--- src/rtl/lcd_spi_tx.sv ---
// rtl/lcd_spi_tx.sv - memory-mapped SPI mode-0 transmitter for the Hack LCD
// Shifts one 8-bit command/data byte or 16-bit pixel word MSB-first; busy is polled via out[0].
module lcd_spi_tx #(
   parameter int CLK_DIV = 4
) (
   input  logic        clk,
   input  logic        reset,
   input  logic        load,
   input  logic        addr,
   input  logic [15:0] in,
   output logic [15:0] out,
   output logic        lcd_dcn,
   output logic        lcd_mosi,
   output logic        lcd_sck,
   output logic        lcd_cen
);

   typedef enum logic [1:0] {
      S_IDLE,
      S_LOW,
      S_HIGH,
      S_HOLD
   } state_t;

   localparam logic [7:0] DIV_LAST = 8'(CLK_DIV - 1);

   state_t      state_q;
   logic [7:0]  div_q;
   logic [3:0]  bit_q;
   logic [15:0] sh_q;
   logic        busy_q;
   logic        dcn_q;
   logic        mosi_q;
   logic        sck_q;
   logic        cen_q;
   logic        div_done;

   assign div_done = (div_q == DIV_LAST);

   // Bytes are left-justified into the shifter so both widths leave from bit 15.
   always_ff @(posedge clk) begin
      if (reset) begin
         state_q <= S_IDLE;
         div_q   <= 8'd0;
         bit_q   <= 4'd0;
         sh_q    <= 16'd0;
         busy_q  <= 1'b0;
         dcn_q   <= 1'b1;
         mosi_q  <= 1'b0;
         sck_q   <= 1'b0;
         cen_q   <= 1'b1;
      end else begin
         case (state_q)
            S_IDLE: begin
               if (load) begin
                  busy_q  <= 1'b1;
                  cen_q   <= 1'b0;
                  div_q   <= 8'd0;
                  state_q <= S_LOW;
                  if (addr) begin
                     sh_q   <= in;
                     dcn_q  <= 1'b1;
                     bit_q  <= 4'd15;
                     mosi_q <= in[15];
                  end else begin
                     sh_q   <= {in[7:0], 8'h00};
                     dcn_q  <= in[8];
                     bit_q  <= 4'd7;
                     mosi_q <= in[7];
                  end
               end
            end
            S_LOW: begin
               if (div_done) begin
                  div_q   <= 8'd0;
                  sck_q   <= 1'b1;
                  state_q <= S_HIGH;
               end else begin
                  div_q <= div_q + 8'd1;
               end
            end
            S_HIGH: begin
               if (div_done) begin
                  div_q <= 8'd0;
                  sck_q <= 1'b0;
                  if (bit_q != 4'd0) begin
                     sh_q    <= sh_q << 1;
                     mosi_q  <= sh_q[14];
                     bit_q   <= bit_q - 4'd1;
                     state_q <= S_LOW;
                  end else begin
                     state_q <= S_HOLD;
                  end
               end else begin
                  div_q <= div_q + 8'd1;
               end
            end
            S_HOLD: begin
               if (div_done) begin
                  div_q   <= 8'd0;
                  cen_q   <= 1'b1;
                  mosi_q  <= 1'b0;
                  busy_q  <= 1'b0;
                  state_q <= S_IDLE;
               end else begin
                  div_q <= div_q + 8'd1;
               end
            end
            default: state_q <= S_IDLE;
         endcase
      end
   end

   assign out      = {15'd0, busy_q};
   assign lcd_dcn  = dcn_q;
   assign lcd_mosi = mosi_q;
   assign lcd_sck  = sck_q;
   assign lcd_cen  = cen_q;

endmodule

--- config.mk ---
export PLATFORM = sky130hd
export DESIGN_NAME = lcd_spi_tx
export DESIGN_NICKNAME = d
export VERILOG_FILES = /design/src/rtl/lcd_spi_tx.sv
export SDC_FILE = /design/constraint.sdc
export NUM_CORES = 1
export LEC_CHECK = 0
export BUFFER_PORTS_ARGS = -buffer_cell sky130_fd_sc_hd__buf_2
export CAP_MARGIN = 40
export CELL_PAD_IN_SITES_DETAIL_PLACEMENT = 1
export CELL_PAD_IN_SITES_GLOBAL_PLACEMENT = 1
export CORE_ASPECT_RATIO = 0.7
export CORE_UTILIZATION = 42
export CTS_BUF_LIST = sky130_fd_sc_hd__clkbuf_8
export CTS_CLUSTER_SIZE = 20
export DETAILED_ROUTE_END_ITERATION = 10
export HOLD_SLACK_MARGIN = 0.08
export PLACE_DENSITY = 0.82
export SLEW_MARGIN = 25
export SYNTH_ARGS = -nofsm -noshare
export SYNTH_HDL_FRONTEND = slang
export SYNTH_SLANG_ARGS = --single-unit
--- constraint.sdc ---
create_clock -name clk -period 2.2 [get_ports clk]
set_input_delay 0.22 -clock clk [delete_from_list [all_inputs] [get_ports clk]]
set_output_delay 0.22 -clock clk [all_outputs]
set_load 0.03 [all_outputs]
==> impl_results.md, run 1 <==
- Status: completed
- Iteration count of the initial detailed-routing pass: 4
- Largest net degree at the start of global routing: 36
- Total gr overflow: 0
- Hold_buf cts: 0
- Iter 0 DRT Violations: 139
- Mapped Cells: 229
- Hold slack final: 224 ps
- Fmax achieved: 505 MHz
- Final Critical Period: 1980 ps
- Clk_lat worst skew: 280 ps
- Mapped cell area: 1940 um2
- Die Footprint: 4890 um2
- Routability Congestion: 0.809
- CP endpoint kind: flop
- Top-level port count: 40
- Residual DRC count: 0
- Placed instance area: 2030 um2
- Chip height: 58.8 um
- Post-CTS Resized: 0
- Setup slack, reg-to-reg: 220 ps
- WP data arrival: 2170 ps
- Share of cells above drive strength 1: 0.181
- Clock sink count: 34
- Post-DP HPWL: 3.48 mm
- Fin Setup TNS: 0 ps
- Non-Filler Instances: 303
- Final setup violation count: 0
- TritonCTS Buffers: 5
- Clock buffer depth: 2
- Synthesis-to-finish area growth: 8.52%
- Antenna-violating nets left: 0
- Initial antenna violation count: 0
- Worst vdd ir: 0.000418 V
- Slew Viols, Final: 0
- Worst r2r src: div_q[0]
- Setup Buffers After CTS: 0
- Critical Path Start Type: flop
- DR vias: 1757
- Worst hold endpoint: lcd_dcn
- Vias per Instance: 5.80
- NumNets Final: 271
- Clk root buf: clkbuf_8
- Synth unique cells: 44
- RSZ-0062 raised after global routing: no
- Worst rel slew slack: 0.488
- GRT Overall Usage: 0.207
- Drt total wl: 4.71 mm
- Hold Vio Cnt, Final: 0
- Lkg Pwr: 0.855 nW
- Port bufs: 24
- Crit path max fanout: 8
- Yosys warns: 0
- First-pass GRT wire length: 8.00 mm
- FF-to-FF End: sh_q[4]
- Finished Cell Area: 2100 um2
- CTS H-tree lvls: 2
- Slew @ Worst Pin: 767 ps
- Worst min path class: primary input to flop
- Row count: 20
- HP Start: in[8]
- Period utilization: 0.899
- Worst EP required: 2390 ps
- Clock skew: 2.81 ps
- Per-cell routed wire length: 15.5 um
- TritonCTS clock tree: yes
- Core box area: 4380 um2
- R2R depth: 6
- Number of synthesized flops with an enable pin: 0
- Final Power: 0.00134 W
- PwrDens: 635 nW/um2
- Ant diodes: 0
- Max-Cap Viols: 0
- Starting Density: 0.443
- #FFs+latches synth: 34
- Most used DFF post-synth: dfxtp_1
- CP Class: flop to flop
- Die X: 83.2 um
- Register area share after synthesis: 0.351
- Syn Area/Cell: 8.46 um2
- Async SR Flop Fraction: 0
- Placed Cells: 296
- Vias in the first global route: 1613
- Hold path cells: 3
- Clock Pin Slew Worst Setup and Hold Paths: 70 ps
==> flip-flops by register name, indices dropped and copies added, names as in the netlist <==
| register | count |
|---|---|
| lcd_sck | 1 |
| busy_q | 1 |
| lcd_cen | 1 |
| bit_q | 4 |
| sh_q | 15 |
| div_q | 8 |
| lcd_dcn | 1 |
| state_q | 2 |
| lcd_mosi | 1 |
==> worst max-delay path, cell delays in order, from the launching register on <==
cell and delay (ps):
dfxtp_1 360, ha_1 210, nor4b_4 420, and4_1 380, buf_4 200, nor3_1 60, a311oi_1 260
==> cell usage after synthesis (2+ instances only) <==
library cell / n / share of area
nand4_1: 2 / 0.0065
or3_1: 2 / 0.0065
o21bai_1: 2 / 0.0077
nor3_1: 9 / 0.023
a311oi_1: 10 / 0.045
inv_1: 3 / 0.0058
a41oi_1: 3 / 0.014
o221ai_1: 7 / 0.032
a21oi_1: 17 / 0.044
buf_4: 16 / 0.062
nand2b_1: 3 / 0.0097
a221oi_1: 2 / 0.0090
nor3_2: 2 / 0.010
dfxtp_1: 34 / 0.35
mux2i_1: 10 / 0.052
nand3b_1: 3 / 0.012
buf_2: 3 / 0.0077
ha_1: 3 / 0.019
o21ai_0: 5 / 0.013
and3_1: 3 / 0.0097
nor2b_1: 3 / 0.0097
nor2_1: 13 / 0.025
a22oi_1: 3 / 0.012
nand3_1: 19 / 0.049
nand2_1: 22 / 0.043
clkbuf_1: 12 / 0.023
==> worst max path at each step <==
stage / startpoint / slack, ps / cells past startpoint / to
floorplan: bit_q[0] / 460 / 6 / lcd_mosi
global placement: div_q[0] / 330 / 5 / div_q[6]
detailed placement: div_q[0] / 230 / 6 / sh_q[1]
CTS: div_q[0] / 210 / 5 / div_q[7]
global route: div_q[0] / 10 / 5 / div_q[7]
finish: div_q[0] / 220 / 6 / sh_q[4]
==> layout make-up <==
cell class              count  area [um2]
multi-input cells         171        1080
well taps                  55        68.8
clock inverters             2        7.51
repair buffers             33         188
inverters                   3        11.3
fillers                   542        2280
clock buffers               5        68.8
flip-flops and latches     34         681
==> stage by stage <==
stage	setup WS, ps	util
6_report	221	0.480
5_1_grt	13.1	0.480
4_1_cts	212	0.480
3_5_place_dp	234	0.463
3_3_place_gp	332	0.463
2_1_floorplan	463	-
==> where the power goes <==
part,leakage (nW),switching (W),internal (W)
logic,0.529,0.000151,0.0000864
clock network,0.0466,0.000216,0.000208
registers,0.279,0.0000240,0.000650
total,0.855,0.000390,0.000945
==> layout by cell type (no fill, tap or decap), types with 10 or more instances in the layout <==
cell / instances
dfxtp_1: 34
buf_2: 24
nand2_1: 22
nand3_1: 19
a21oi_1: 17
conb_1: 15
nor2_1: 13
mux2i_1: 10
a311oi_1: 10
==> routing by layer <==
metal  up-vias  wire length (um)  global-route usage
li1        852                 -                   -
met1       855              2550               0.306
met2        43              1920               0.295
met3         7               193              0.0449
met4         0                46              0.0714
met5         -                 0                   0
==> kinds of logic (layout without fill, tap and decap cells) <==
logic type	count (synthesis)	count (layout)	share of synthesized area
and+or+nand+nor	88	88	0.248
AOI/OAI and AO/OA	55	55	0.209
buffers and inverters	38	43	0.119
DFF	34	34	0.351
muxes	10	10	0.0516
adders and majority gates	3	3	0.0194
other	1	15	0.00193
No activity file was read; power rests on OpenSTA's default activity.
==> inputs of run 2 (changes only) <==
--- a/config.mk
+++ b/config.mk
@@ -9,7 +9,6 @@
 export CAP_MARGIN = 40
 export CELL_PAD_IN_SITES_DETAIL_PLACEMENT = 1
 export CELL_PAD_IN_SITES_GLOBAL_PLACEMENT = 1
-export CORE_ASPECT_RATIO = 0.7
 export CORE_UTILIZATION = 42
 export CTS_BUF_LIST = sky130_fd_sc_hd__clkbuf_8
 export CTS_CLUSTER_SIZE = 20
==> impl_results.md, run 2 (synthesis gave the netlist of run 1 again) <==
- Status: completed
- Die Footprint: 4890 um2
- Commonest non-fill, non-tap cells in the layout: dfxtp_1 (34), buf_2 (24), nand2_1 (21), nand3_1 (19), a21oi_1 (16)
- Slew @ Worst Pin: 666 ps
- Antenna-violating nets left: 0
- CTS H-tree lvls: 2
- Core box area: 4380 um2
- Fmax achieved: 488 MHz
- CP Launch Point: div_q[0]
- Post-DP HPWL: 3.38 mm
- Top-level port count: 40
- CP Class: flop to flop
- R2R depth: 6
- Period utilization: 0.931
- Lkg Pwr: 0.861 nW
- Layout fillers: 558
- Top reg by flops: sh_q
- First-pass GRT wire length: 8.26 mm
- Chip height: 69.9 um
- Routability Congestion: 0.746
- Worst path depth: 6
- Total gr overflow: 0
- Worst vdd ir: 0.000343 V
- Final Util: 0.483
- NumNets Final: 272
- Ant diodes: 0
- Port bufs: 24
- PwrDens: 639 nW/um2
- Crit path max fanout: 10
- Final Critical Period: 2050 ps
- Drt total wl: 4.89 mm
- Clk root buf: clkbuf_8
- Hold_buf cts: 0
- Setup slack, reg-to-reg: 150 ps
- Initial antenna violation count: 0
- Clock sink count: 34
- Fin Setup TNS: 0 ps
- Row count: 24
- CP max stage cell: nor4b_4
- Post-route worst setup slack: 151 ps
- TritonCTS Buffers: 5
- CP endpoint kind: flop
- Slowest stage delay, CP: 460 ps
- FF-to-FF End: bit_q[0]
- Worst min path class: primary input to flop
- RSZ-0062 raised after global routing: yes
- Synthesis-to-finish area growth: 9.36%
- Share of cells above drive strength 1: 0.197
- Largest register FFs: 15
- Worst EP required: 2400 ps
- Iter 0 DRT Violations: 142
- Worst r2r src: div_q[0]
- Starting Density: 0.442
- TritonCTS clock tree: yes
- Clock Pin Slew Worst Setup and Hold Paths: 70 ps
- Slew Viols, Final: 0
- Die X: 69.9 um
- Residual DRC count: 0
- CP delay by family, top: simple AND/OR/NAND/NOR gates
- Critical Path Start Type: flop
- Critical path endpoint: bit_q[0]
- Most common cell after layout, fill and taps aside: dfxtp_1
- Clock buffer depth: 2
- Pre-CTS setup slack: 209 ps
- Final setup violation count: 0
- Hold Vio Cnt, Final: 0
- Max-Cap Viols: 0
- Iteration count of the initial detailed-routing pass: 4
- Cells along the critical path: ha_1, nor4b_4, and4_1, buf_4, nor2_1, a211oi_1
- Clk_lat worst skew: 290 ps
- Clock skew: 3.35 ps
- Vias per Instance: 5.74
- GRT Overall Usage: 0.213
- Per-cell routed wire length: 16.2 um
- WP data arrival: 2250 ps
- Largest registers: sh_q: 15 flops, div_q: 8 flops, bit_q: 4 flops
- Worst rel slew slack: 0.556
- Vias in the first global route: 1781
- Worst Path Buf+Inv: 1
- Largest net degree at the start of global routing: 36
- DR vias: 1727
## run 2: changes by cell type in the layout (fill, tap and decap cells not counted)
cell	previous run	this run
a21oi_1	17	16
a21oi_2	0	1
a221oi_1	2	1
a221oi_2	0	1
buf_4	9	10
nand2_1	22	21
nand2_2	0	1
## run 2: cell type report
class                      instances  area (um2)  area share
clock buffer                       5        68.8      0.0325
clock inverter                     2        7.51     0.00354
inverter                           3        11.3     0.00531
multi-input combinational        171        1090       0.515
sequential                        34         681       0.321
tap                               52        65.1      0.0307
timing repair buffer              34         195      0.0921
## run 2: report_power, final
group / internal [W] / total [W] / leakage (nW) / switching [W]
combinational: 0.0000896 / 0.000243 / 0.535 / 0.000154
sequential: 0.000650 / 0.000676 / 0.279 / 0.0000254
clock: 0.000209 / 0.000435 / 0.0466 / 0.000226
## run 2: per-stage QoR
stage               total power, W  std cells  instance area (um2)  hold WS [ps]
floorplan                 0.000883        243                 1990           374
global placement          0.000917        294                 2030           451
detailed placement        0.000927        294                 2030           457
CTS                        0.00135        301                 2110           206
global route               0.00141        301                 2120           238
finish                     0.00135        301                 2120           203
## run 2: what timing repair did
action                     in CTS  in global routing
setup buffers                   0                  0
gates resized for setup         0                  3
setup endpoints to repair       0                 10
## run 2: worst reg2reg max path, stage by stage, from the launching register on
cell      delay (ps)
dfxtp_1          370
ha_1             230
nor4b_4          460
and4_1           310
buf_4            200
nor2_1           110
a211oi_1         270
## run 2: layer usage
| metal | routed length, um | global-route usage | vias up | share of wire |
|---|---|---|---|---|
| met4 | 99 | 0.102 | 0 | 0.020 |
| li1 | - | - | 850 | - |
| met3 | 142 | 0.0317 | 9 | 0.029 |
| met1 | 2310 | 0.276 | 833 | 0.47 |
| met5 | 0 | 0 | - | 0 |
| met2 | 2340 | 0.347 | 35 | 0.48 |
## run 2: worst min-delay path by stage
stage / slack, ps / to / cells after the start / start
after global placement: 450 / lcd_sck / 2 / lcd_sck
after detailed placement: 460 / lcd_sck / 2 / lcd_sck
final: 200 / lcd_dcn / 3 / in[8]
after CTS: 210 / lcd_dcn / 3 / in[8]
after global routing: 240 / lcd_dcn / 3 / in[8]
after floorplan: 370 / lcd_dcn / 2 / in[8]
==> inputs of run 3 (changes only) <==
--- a/config.mk
+++ b/config.mk
@@ -9,12 +9,13 @@
 export CAP_MARGIN = 40
 export CELL_PAD_IN_SITES_DETAIL_PLACEMENT = 1
 export CELL_PAD_IN_SITES_GLOBAL_PLACEMENT = 1
+export CORE_ASPECT_RATIO = 1.4
 export CORE_UTILIZATION = 42
 export CTS_BUF_LIST = sky130_fd_sc_hd__clkbuf_8
 export CTS_CLUSTER_SIZE = 20
 export DETAILED_ROUTE_END_ITERATION = 10
 export HOLD_SLACK_MARGIN = 0.08
-export PLACE_DENSITY = 0.82
+export PLACE_DENSITY = 0.79
 export SLEW_MARGIN = 25
 export SYNTH_ARGS = -nofsm -noshare
 export SYNTH_HDL_FRONTEND = slang
==> impl_results.md, run 3 (synthesis gave the netlist of run 1 again) <==
- Status: completed
- Post-route worst setup slack: 259 ps
- TritonCTS clock tree: yes
- Max-Cap Viols: 0
- FF-to-FF End: div_q[6]
- GRT Overall Usage: 0.219
- First-pass GRT wire length: 8.00 mm
- Largest register FFs: 15
- DR vias: 1726
- Period utilization: 0.882
- R2R depth: 5
- Setup Buffers After CTS: 0
- Ant diodes: 0
- Clock skew: 6.18 ps
- CP Class: flop to flop
- Clock buffer depth: 2
- PwrDens: 654 nW/um2
- Clk root buf: clkbuf_8
- Chip height: 82.4 um
- Clock Pin Slew Worst Setup and Hold Paths: 70 ps
- Core box area: 4310 um2
- Lkg Pwr: 0.867 nW
- Die Footprint: 4890 um2
- Antenna-violating nets left: 0
- Hold Vio Cnt, Final: 0
- Vias per Instance: 5.59
- Total gr overflow: 0
- TritonCTS Buffers: 5
- Initial antenna violation count: 0
- Setup slack, reg-to-reg: 260 ps
- Routability Congestion: 0.743
- CP endpoint kind: flop
- Fmax achieved: 515 MHz
- Worst rel slew slack: 0.482
- HP Start: in[8]
- CP Launch Point: div_q[0]
- Worst r2r src: div_q[0]
- NumNets Final: 271
- Share of cells above drive strength 1: 0.189
- Top reg by flops: sh_q
- Die X: 59.4 um
- Critical Path Start Type: flop
- Hold_buf cts: 0
- Slew Viols, Final: 0
- Hold path cells: 3
- Starting Density: 0.450
- Worst hold endpoint: lcd_dcn
- RSZ-0062 raised after global routing: no
- Synthesis-to-finish area growth: 10.3%
- CTS H-tree lvls: 2
- Clk_lat worst skew: 290 ps
- Clock sink count: 34
- Pre-CTS setup slack: 256 ps
- WP data arrival: 2140 ps
- Crit path max fanout: 11
- Iter 0 DRT Violations: 58
- Slew @ Worst Pin: 776 ps
- Largest net degree at the start of global routing: 36
- Most common cell after layout, fill and taps aside: dfxtp_1
- Post-DP HPWL: 3.50 mm
- Residual DRC count: 0
- Final Critical Period: 1940 ps
- Worst vdd ir: 0.000339 V
- Worst min path class: primary input to flop
- Iteration count of the initial detailed-routing pass: 4
- Largest registers: sh_q: 15 flops, div_q: 8 flops, bit_q: 4 flops
- Worst EP required: 2400 ps
- Per-cell routed wire length: 15.6 um
- Fin Setup TNS: 0 ps
- Row count: 28
- Vias in the first global route: 1707
- Top-level port count: 40
- Commonest non-fill, non-tap cells in the layout: dfxtp_1 (34), buf_2 (24), nand2_1 (22), nand3_1 (19), a21oi_1 (17)
- Drt total wl: 4.83 mm
- Post-CTS Resized: 0
- Port bufs: 24
- Final setup violation count: 0
[run 3: how the worst max path moves through the flow]
stage / endpoint / slack (ps) / cells past startpoint
after global placement: div_q[7] / 360 / 5
final: div_q[6] / 260 / 5
after floorplan: lcd_mosi / 460 / 6
after global routing: div_q[7] / 130 / 5
after detailed placement: div_q[6] / 260 / 5
after CTS: div_q[6] / 220 / 5
[run 3: metrics by stage]
step                      cells  hold WS, ps  power, W  instance area (um2)  utilization
after global routing        309          211   0.00146                 2140        0.496
after floorplan             243          374  0.000883                 1990            -
after global placement      301          459  0.000916                 2050        0.475
after detailed placement    301          467  0.000925                 2050        0.475
after CTS                   309          209   0.00141                 2140        0.496
final                       309          214   0.00140                 2140        0.496
[run 3: layout make-up]
cell class              instances  area (um2)
fillers                       539        2170
multi-input cells             171        1080
clock inverters                 2        8.76
well taps                      60        75.1
flip-flops and latches         34         681
inverters                       3        11.3
repair buffers                 33         200
clock buffers                   6        82.6
[run 3: per-layer routing]
| metal | GRT usage | wire [um] | up-vias |
|---|---|---|---|
| li1 | - | - | 850 |
| met1 | 0.252 | 2080 | 848 |
| met2 | 0.385 | 2570 | 21 |
| met3 | 0.0483 | 103 | 7 |
| met4 | 0.0881 | 68 | 0 |
| met5 | 0 | 0 | - |
[run 3: critical path, cell delays in order, from the launching register on]
cell      delay (ps)
dfxtp_1          340
ha_1             240
nor4b_4          170
a21oi_1          630
a41oi_1          210
a311oi_1         270
[run 3: report_power, final]
group	switching (W)	internal (W)
Clock	0.000237	0.000248
Combinational	0.000151	0.0000868
Sequential	0.0000237	0.000650
Total	0.000412	0.000985
